--- src/rtl/dmem_arb_pkg.sv ---
// Shared types and sizing helpers for the DMEM read arbiter.
// FSM state encoding, default parameters, counter/index width helpers.
package dmem_arb_pkg;

  localparam int DEF_NUM_REQ = 2;
  localparam int DEF_ADDR_W  = 8;
  localparam int DEF_DATA_W  = 128;
  localparam int DEF_TIMEOUT = 64;

  typedef enum logic [1:0] {
    IDLE = 2'd0,
    WAIT = 2'd1,
    RESP = 2'd2
  } state_t;

  function automatic int cnt_w(input int timeout);
    return $clog2(timeout);
  endfunction

  function automatic int idx_w(input int num_req);
    return $clog2(num_req);
  endfunction

endpackage

--- src/rtl/dmem_rd_arbiter_rr_picker.sv ---
// Round-robin picker: first asserted req at or after rr_ptr, wrapping.
// Ports: req, rr_ptr in; any, idx out. Purely combinational.
module rr_picker #(
  parameter int NUM_REQ = 2,
  parameter int IW      = 1
) (
  input  logic [NUM_REQ-1:0] req,
  input  logic [IW-1:0]      rr_ptr,
  output logic               any,
  output logic [IW-1:0]      idx
);

  localparam int DW = IW + 1;

  logic [DW-1:0] d;
  logic [DW-1:0] best;

  // Smallest wrapped distance from rr_ptr wins.
  always_comb begin
    any  = 1'b0;
    idx  = '0;
    best = '1;
    d    = '0;
    for (int i = 0; i < NUM_REQ; i++) begin
      if (DW'(i) >= DW'(rr_ptr))
        d = DW'(i) - DW'(rr_ptr);
      else
        d = DW'(i) + DW'(NUM_REQ) - DW'(rr_ptr);
      if (req[i] && (!any || d < best)) begin
        any  = 1'b1;
        best = d;
        idx  = IW'(i);
      end
    end
  end

endmodule

--- src/rtl/dmem_rd_arbiter.sv ---
// Round-robin arbiter sharing one DMEM read port among NUM_REQ requesters.
// Ports: req/req_addr in, gnt/rsp_* out, mem_* to/from DMEM; all outputs registered.
module dmem_rd_arbiter
  import dmem_arb_pkg::*;
#(
  parameter int NUM_REQ = DEF_NUM_REQ,
  parameter int ADDR_W  = DEF_ADDR_W,
  parameter int DATA_W  = DEF_DATA_W,
  parameter int TIMEOUT = DEF_TIMEOUT
) (
  input  logic                      clk,
  input  logic                      rst_n,
  input  logic [NUM_REQ-1:0]        req,
  input  logic [NUM_REQ*ADDR_W-1:0] req_addr,
  output logic [NUM_REQ-1:0]        gnt,
  output logic [NUM_REQ-1:0]        rsp_valid,
  output logic [DATA_W-1:0]         rsp_data,
  output logic                      rsp_err,
  output logic                      mem_read_enable,
  output logic [ADDR_W-1:0]         mem_addr,
  input  logic [DATA_W-1:0]         mem_read_data,
  input  logic                      mem_data_ready
);

  localparam int CW = cnt_w(TIMEOUT);
  localparam int IW = idx_w(NUM_REQ);

  state_t        state;
  state_t        nxt;
  logic [IW-1:0] rr_ptr;
  logic [IW-1:0] idx;
  logic [CW-1:0] cnt;
  logic          pick_any;
  logic [IW-1:0] pick_idx;
  logic          tmo;

  rr_picker #(
    .NUM_REQ (NUM_REQ),
    .IW      (IW)
  ) u_pick (
    .req    (req),
    .rr_ptr (rr_ptr),
    .any    (pick_any),
    .idx    (pick_idx)
  );

  assign tmo = (cnt == CW'(TIMEOUT - 1));

  always_ff @(posedge clk or negedge rst_n) begin
    if (!rst_n) state <= IDLE;
    else        state <= nxt;
  end

  always_comb begin
    nxt = state;
    unique case (state)
      IDLE:    if (pick_any) nxt = WAIT;
      WAIT:    if (mem_data_ready || tmo) nxt = RESP;
      RESP:    nxt = IDLE;
      default: nxt = IDLE;
    endcase
  end

  // Registered outputs and datapath; data beats timeout in WAIT.
  always_ff @(posedge clk or negedge rst_n) begin
    if (!rst_n) begin
      gnt             <= '0;
      rsp_valid       <= '0;
      rsp_data        <= '0;
      rsp_err         <= 1'b0;
      mem_read_enable <= 1'b0;
      mem_addr        <= '0;
      rr_ptr          <= '0;
      idx             <= '0;
      cnt             <= '0;
    end else begin
      gnt       <= '0;
      rsp_valid <= '0;
      unique case (state)
        IDLE: begin
          if (pick_any) begin
            idx             <= pick_idx;
            gnt             <= NUM_REQ'(1) << pick_idx;
            mem_addr        <= req_addr[pick_idx*ADDR_W +: ADDR_W];
            mem_read_enable <= 1'b1;
            cnt             <= '0;
          end
        end
        WAIT: begin
          cnt <= cnt + CW'(1);
          if (mem_data_ready) begin
            rsp_data        <= mem_read_data;
            rsp_err         <= 1'b0;
            rsp_valid       <= NUM_REQ'(1) << idx;
            mem_read_enable <= 1'b0;
          end else if (tmo) begin
            rsp_data        <= '0;
            rsp_err         <= 1'b1;
            rsp_valid       <= NUM_REQ'(1) << idx;
            mem_read_enable <= 1'b0;
          end
        end
        RESP: begin
          cnt    <= '0;
          rr_ptr <= (idx == IW'(NUM_REQ - 1)) ? '0 : idx + IW'(1);
        end
        default: ;
      endcase
    end
  end

endmodule
--- config.mk ---
export PLATFORM = sky130hd
export DESIGN_NAME = dmem_rd_arbiter
export DESIGN_NICKNAME = d
export VERILOG_FILES = /design/src/rtl/dmem_arb_pkg.sv /design/src/rtl/dmem_rd_arbiter_rr_picker.sv /design/src/rtl/dmem_rd_arbiter.sv
export SDC_FILE = /design/constraint.sdc
export NUM_CORES = 1
export LEC_CHECK = 0
export ABC_AREA = 0
export BUFFER_PORTS_ARGS = -buffer_cell sky130_fd_sc_hd__clkbuf_2
export CAP_MARGIN = 30
export CORE_ASPECT_RATIO = 1.1
export CORE_UTILIZATION = 30
export CTS_BUF_LIST = sky130_fd_sc_hd__clkbuf_8
export CTS_CLUSTER_SIZE = 24
export DETAILED_ROUTE_END_ITERATION = 8
export PLACE_DENSITY_LB_ADDON = 0.25
export SYNTH_ARGS = -nofsm -noshare
export SYNTH_HDL_FRONTEND = slang
export SYNTH_HIERARCHICAL = 1
export SYNTH_SLANG_ARGS = --single-unit
--- constraint.sdc ---
create_clock -name clk -period 2.15 [get_ports clk]
set_input_delay 0.43 -clock clk [delete_from_list [all_inputs] [get_ports clk]]
set_output_delay 0.43 -clock clk [all_outputs]
set_load 0.01 [all_outputs]
==> flow_metrics.tcl, run 1 <==
set metrics [dict create \
    status "finished clean" \
    synth-edff-count 0 \
    hold_slack_ns 0.174 \
    cp_slowest_cell "dfrtp_1" \
    fmax_mhz 569 \
    wl_per_cell_um 14.1 \
    fin_cells 1198 \
    syn2layout_area_growth_pct 36.1 \
    post-route-drc-count 0 \
    rsz0062_at_grt "no" \
    die_x_um 138 \
    synth_xor_area_frac 0.00143 \
    slew_headroom 0.650 \
    top_layer_used "met4" \
    die_h_um 152 \
    clock-sinks 152 \
    cts_tree "yes" \
    layout_commonest_cell "clkbuf_2" \
    reg2reg_depth 5 \
    final_nets 1084 \
    core_sq_um 19900 \
    ant_nets 0 \
    r2r-end "rsp_data[26]" \
    synthMuxAreaShare 0.0201 \
    cts_inserted_buffers 17 \
    drive_gt1_frac 0.360 \
    clk_pin_slew_worst_paths_ns 0.10 \
    fin_crit_ns 1.76 \
    cts_resized 0 \
    setup_viol 0 \
    antenna_found_initial 0 \
    end_kind "flip-flop" \
    critPathTopFamily "simple AND/OR/NAND/NOR gates" \
    worst-slew-pin-transition_ns 0.525 \
    grt.total_usage 0.160 \
    grt_pass1_vias 5012 \
    synth_adder_area_share 0.00205 \
    hold_viol 0 \
    synth_seq_cells 152 \
    setup_ws_ns 0.391 \
    drt-met1-wl_um 7770 \
    yosys.area_share.simple 0.186 \
    syn_nets 806 \
    ys.flop_type "dfrtp_1" \
    min_path_type "primary input to flip-flop" \
    fin_setup_tns_ns 0 \
    ys_seq_area_frac 0.623 \
    yosysWarnings 6 \
    p_leak_nw 4.28 \
    vias 5414 \
    min_from "mem_read_data[31]" \
    grt-ovfl-total 0 \
    initial_utilization 0.307 \
    reg2reg_slack_ns 0.39 \
    portBuffers 290 \
    worstReg2RegStart "cnt[0]" \
    synth_cells 656 \
    postCtsSetupBuffers 0 \
    syn_area_sq_um 6110 \
    wirelength_um 16900 \
    cap_violations 0 \
    powerDensity_nw_per_um2 1380 \
    firstDrtPassIters 4 \
    n_antenna_cell 0 \
    clock_latency_ns 0.45 \
    crit_type "flip-flop to flip-flop" \
    ios 291 \
    final_cell_mix "clkbuf_2 (289), nand2_1 (261), dfrtp_1 (152), o21ai_0 (118), clkbuf_8 (19)" \
    finalCritPeriodShare 0.818 \
    fin_total_pwr_mw 11.5 \
    htree_levels 4 \
    vias_per_cell 4.52 \
    hpwl_um 11300 \
    dpl-instance-area_sq_um 7880 \
    synth_top_family_by_area "simple AND/OR/NAND/NOR gates" \
    yosysUniqueCellTypes 38 \
    clock-skew-final_ns 0.0192 \
    drtIter0Drc 284 \
    path_max_fanout 53 \
    final_area_sq_um 8310 \
    grt_max_degree 77 \
    vdd.ir_drop.worst_mv 0.530 \
    dp.cells 1166 \
    critical_path.cell_chain "ha_1 > and3_1 > and3_4 > buf_12 > o21ai_0" \
    synthArstFlopShare 1.00 \
    gp_congestion 0.756 \
    synth_compound_area_frac 0.129 \
    grt_pass1_wl_um 26800 \
    cts_root_buffer "clkbuf_8" \
    syn_avg_cell_area_sq_um 9.31 \
    critical_path_required_ns 2.46 \
    route.met3.wl_um 1290 \
    routed-wl-met2_um 7720 \
    hold_end "rsp_data[31]" \
    crit_buf_inv 1 \
    cts.path.max_buffers 2 \
    design.die.area_sq_um 20900 \
    slew_violations 0 \
    worstHoldPathCells 3 \
    utilization 0.418 \
    max_stage_delay_ns 0.40 \
    critPathLaunchType "flip-flop" \
    worstPathArrival_ns 2.07 \
    dp_slack_ns 0.377 \
    num_rows 54 \
]
cells by family (layout without fill, tap and decap cells):
family | count (synthesis) | after routing
DFF | 152 | 152
adders and majority gates | 1 | 1
xor gates and xnor gates | 1 | 1
and+or+nand+nor | 288 | 288
AOI/OAI and AO/OA | 151 | 151
buffers and inverters | 51 | 341
muxes | 12 | 12
cells in the mapped netlist, types with 2 or more instances:
library cell | number | share of area
nand2_1 | 261 | 0.16
dfrtp_1 | 152 | 0.62
o21ai_0 | 118 | 0.097
buf_2 | 28 | 0.023
clkbuf_1 | 15 | 0.0092
o21ai_1 | 12 | 0.0098
mux2i_1 | 10 | 0.016
nor2_1 | 10 | 0.0061
a21oi_1 | 9 | 0.0074
inv_1 | 4 | 0.0025
a22o_1 | 2 | 0.0029
and2_1 | 2 | 0.0020
and3_1 | 2 | 0.0020
buf_1 | 2 | 0.0012
mux2_2 | 2 | 0.0037
nor3_1 | 2 | 0.0016
o211ai_1 | 2 | 0.0025
o21bai_1 | 2 | 0.0025
o31ai_1 | 2 | 0.0025
worst max-delay path by stage:
| stage | startpoint | cells after the start | end | slack (ns) |
|---|---|---|---|---|
| finish | cnt[0] | 5 | rsp_data[26] | 0.39 |
| floorplan | cnt[0] | 6 | rsp_err | 0.64 |
| detailed placement | cnt[0] | 5 | rsp_data[26] | 0.38 |
| global route | cnt[0] | 5 | rsp_data[13] | 0.19 |
| CTS | cnt[0] | 5 | rsp_data[26] | 0.37 |
| global placement | cnt[0] | 5 | rsp_data[44] | 0.45 |
tightest hold or removal path, cell delays in order:
cell	delay (ns)
clkbuf_2	0.08
nand2_1	0.03
o21ai_0	0.05
sequential cells by signal (all words and copies together) (netlist names):
| name | count |
|---|---|
| rr_ptr | 1 |
| mem_addr | 8 |
| rsp_data | 128 |
| mem_read_enable | 1 |
| idx | 1 |
| cnt | 6 |
| state | 2 |
| rsp_valid | 2 |
| rsp_err | 1 |
| gnt | 2 |
power breakdown:
| part | switching, mW | internal (mW) |
|---|---|---|
| Sequential | 0.704 | 4.14 |
| Clock | 1.15 | 1.22 |
| Combinational | 2.53 | 1.71 |
what timing repair did:
action,in CTS,in global routing
setup endpoints to repair,0,0
endpoints found under the hold margin,48,0
hold buffers,1,0
layout make-up:
cell class              instances  area (sq um)
clock inverters                12           164
well taps                     252           315
inverters                       4          15.0
clock buffers                  19           262
multi-input cells             453          2070
flip-flops and latches        152          3800
repair buffers                306          1680
fillers                      2015         11600
metal layers:
layer  global-route usage  vias up
met2                0.242      236
met5                    0        -
met4               0.0440        0
li1                     -     2677
met1                0.220     2493
met3               0.0522        8
Power figures use the tool's default switching activity.
==> run 2: changes to the inputs <==
==> constraint.sdc (replaced) <==
create_clock -name clk -period 1.6 [get_ports clk]
set_input_delay 0.32 -clock clk [delete_from_list [all_inputs] [get_ports clk]]
set_output_delay 0.32 -clock clk [all_outputs]
set_load 0.01 [all_outputs]
==> run 2 against run 1 <==
Net effect:
- clock skew decreased by 0.0065 ns
- non-clock buffer count is 22 higher
- sequential share of layout area fell by 1.6 points
- total power rose by 34%
- worst setup slack got worse by 0.33 ns
- critical path depth up 1
- highest routed layer unchanged
==> flow_metrics.tcl, run 2 (synthesized netlist as in run 1, its figures left out) <==
set metrics [dict create \
    status "finished clean" \
    finalCritPeriodShare 0.964 \
    clock_latency_ns 0.44 \
    antenna_found_initial 0 \
    hpwl_um 11800 \
    die_h_um 152 \
    drive_gt1_frac 0.376 \
    cts_root_buffer "clkbuf_8" \
    num_rows 54 \
    critical_path_required_ns 1.94 \
    layout_commonest_cell "clkbuf_2" \
    htree_levels 4 \
    gp_congestion 0.746 \
    slew_violations 0 \
    cts_inserted_buffers 17 \
    grt.total_usage 0.164 \
    final_cell_mix "clkbuf_2 (289), nand2_1 (261), dfrtp_1 (152), o21ai_1 (74), o21ai_0 (56)" \
    critPathLaunchType "flip-flop" \
    largest_reg_flops 128 \
    grt_pass1_vias 5188 \
    final_nets 1106 \
    end_kind "flip-flop" \
    ios 291 \
    dpl-instance-area_sq_um 7980 \
    p_leak_nw 4.44 \
    cap_violations 0 \
    wl_per_cell_um 15.5 \
    clock-skew-final_ns 0.0127 \
    vias 5558 \
    min_path_type "primary input to flip-flop" \
    die_x_um 138 \
    fmax_mhz 649 \
    top_register "rsp_data" \
    design.die.area_sq_um 20900 \
    fin_crit_ns 1.54 \
    hold_viol 0 \
    grt_pass1_wl_um 27300 \
    dp.cells 1177 \
    grt-ovfl-total 0 \
    crit_type "flip-flop to flip-flop" \
    cts_tree "yes" \
    powerDensity_nw_per_um2 1790 \
    clock-sinks 152 \
    setup_viol 0 \
    clk_pin_slew_worst_paths_ns 0.10 \
    cts.path.max_buffers 2 \
    grt_max_degree 74 \
    path_max_fanout 28 \
    worstPathArrival_ns 1.88 \
    rsz0062_at_grt "yes" \
    vdd.ir_drop.worst_mv 0.805 \
    worst-slew-pin-transition_ns 0.403 \
    vias_per_cell 4.55 \
    syn2layout_area_growth_pct 41.1 \
    slew_headroom 0.731 \
    post-route-drc-count 0 \
    final_area_sq_um 8610 \
    reg_top3 "rsp_data (128), mem_addr (8), cnt (6)" \
    wirelength_um 18900 \
    core_sq_um 19900 \
    utilization 0.434 \
    drtIter0Drc 193 \
    ant_nets 0 \
    initial_utilization 0.307 \
    portBuffers 290 \
    fin_setup_tns_ns 0 \
    fin_cells 1222 \
    firstDrtPassIters 4 \
]
[run 2: power breakdown]
part	leakage [nW]	switching [mW]	internal (mW)	total, mW
logic	2.38	3.55	2.60	6.14
clock network	0.178	1.61	1.11	2.71
registers	1.89	0.956	5.56	6.52
total	4.44	6.11	9.27	15.4
[run 2: stage by stage]
step / power, mW / hold slack [ns] / worst slack [ns]
final: 15.4 / 0.0753 / 0.0580
after global routing: 16.6 / 0.0274 / -0.0158
after floorplan: 9.55 / 0.0244 / 0.0925
after CTS: 15.3 / 0.0275 / 0.0178
after detailed placement: 12.5 / 0.260 / 0.0396
after global placement: 12.4 / 0.267 / 0.107
[run 2: critical path, cell delays in order (launching register included)]
cell	delay [ns]
dfrtp_1	0.40
ha_2	0.19
and3_1	0.18
and3_4	0.17
buf_12	0.13
clkbuf_16	0.19
o21a_1	0.18
[run 2: final cells by class]
cell class                 count  area, sq um
multi-input combinational    453         2070
sequential                   152         3800
fill                        2007        11200
tap                          252          315
timing repair buffer         328         2050
inverter                       4         15.0
clock inverter                15          124
clock buffer                  17          234
antenna                        1         2.50
[run 2: path summary, 6_finish.rpt]
check / startpoint / to / slack (ns) / cells after the start
max in group asynchronous: rst_n / rsp_data[80] / 0.69 / 3
worst min-delay path: mem_read_data[31] / rsp_data[31] / 0.08 / 3
worst max-delay path: cnt[1] / rsp_err / 0.06 / 6
min in group asynchronous: rst_n / rsp_data[47] / 0.36 / 2
worst min register to register: cnt[5] / cnt[5] / 0.48 / 1
worst max register to register: cnt[1] / rsp_err / 0.06 / 6
[run 2: what timing repair did]
| item | CTS | global route |
|---|---|---|
| setup endpoints to repair | 0 | 89 |
| buffers inserted | 0 | 4 |
| hold buffers | 1 | 0 |
| gates resized for setup | 0 | 70 |
| endpoints found under the hold margin | 31 | 0 |
[run 2: per-layer routing]
metal  part of all wire  up-vias  GRT usage
met5                  0        -          0
met4             0.0059        0     0.0434
met3              0.068       10     0.0515
met2               0.47      223      0.255
met1               0.46     2594      0.221
li1                   -     2731          -
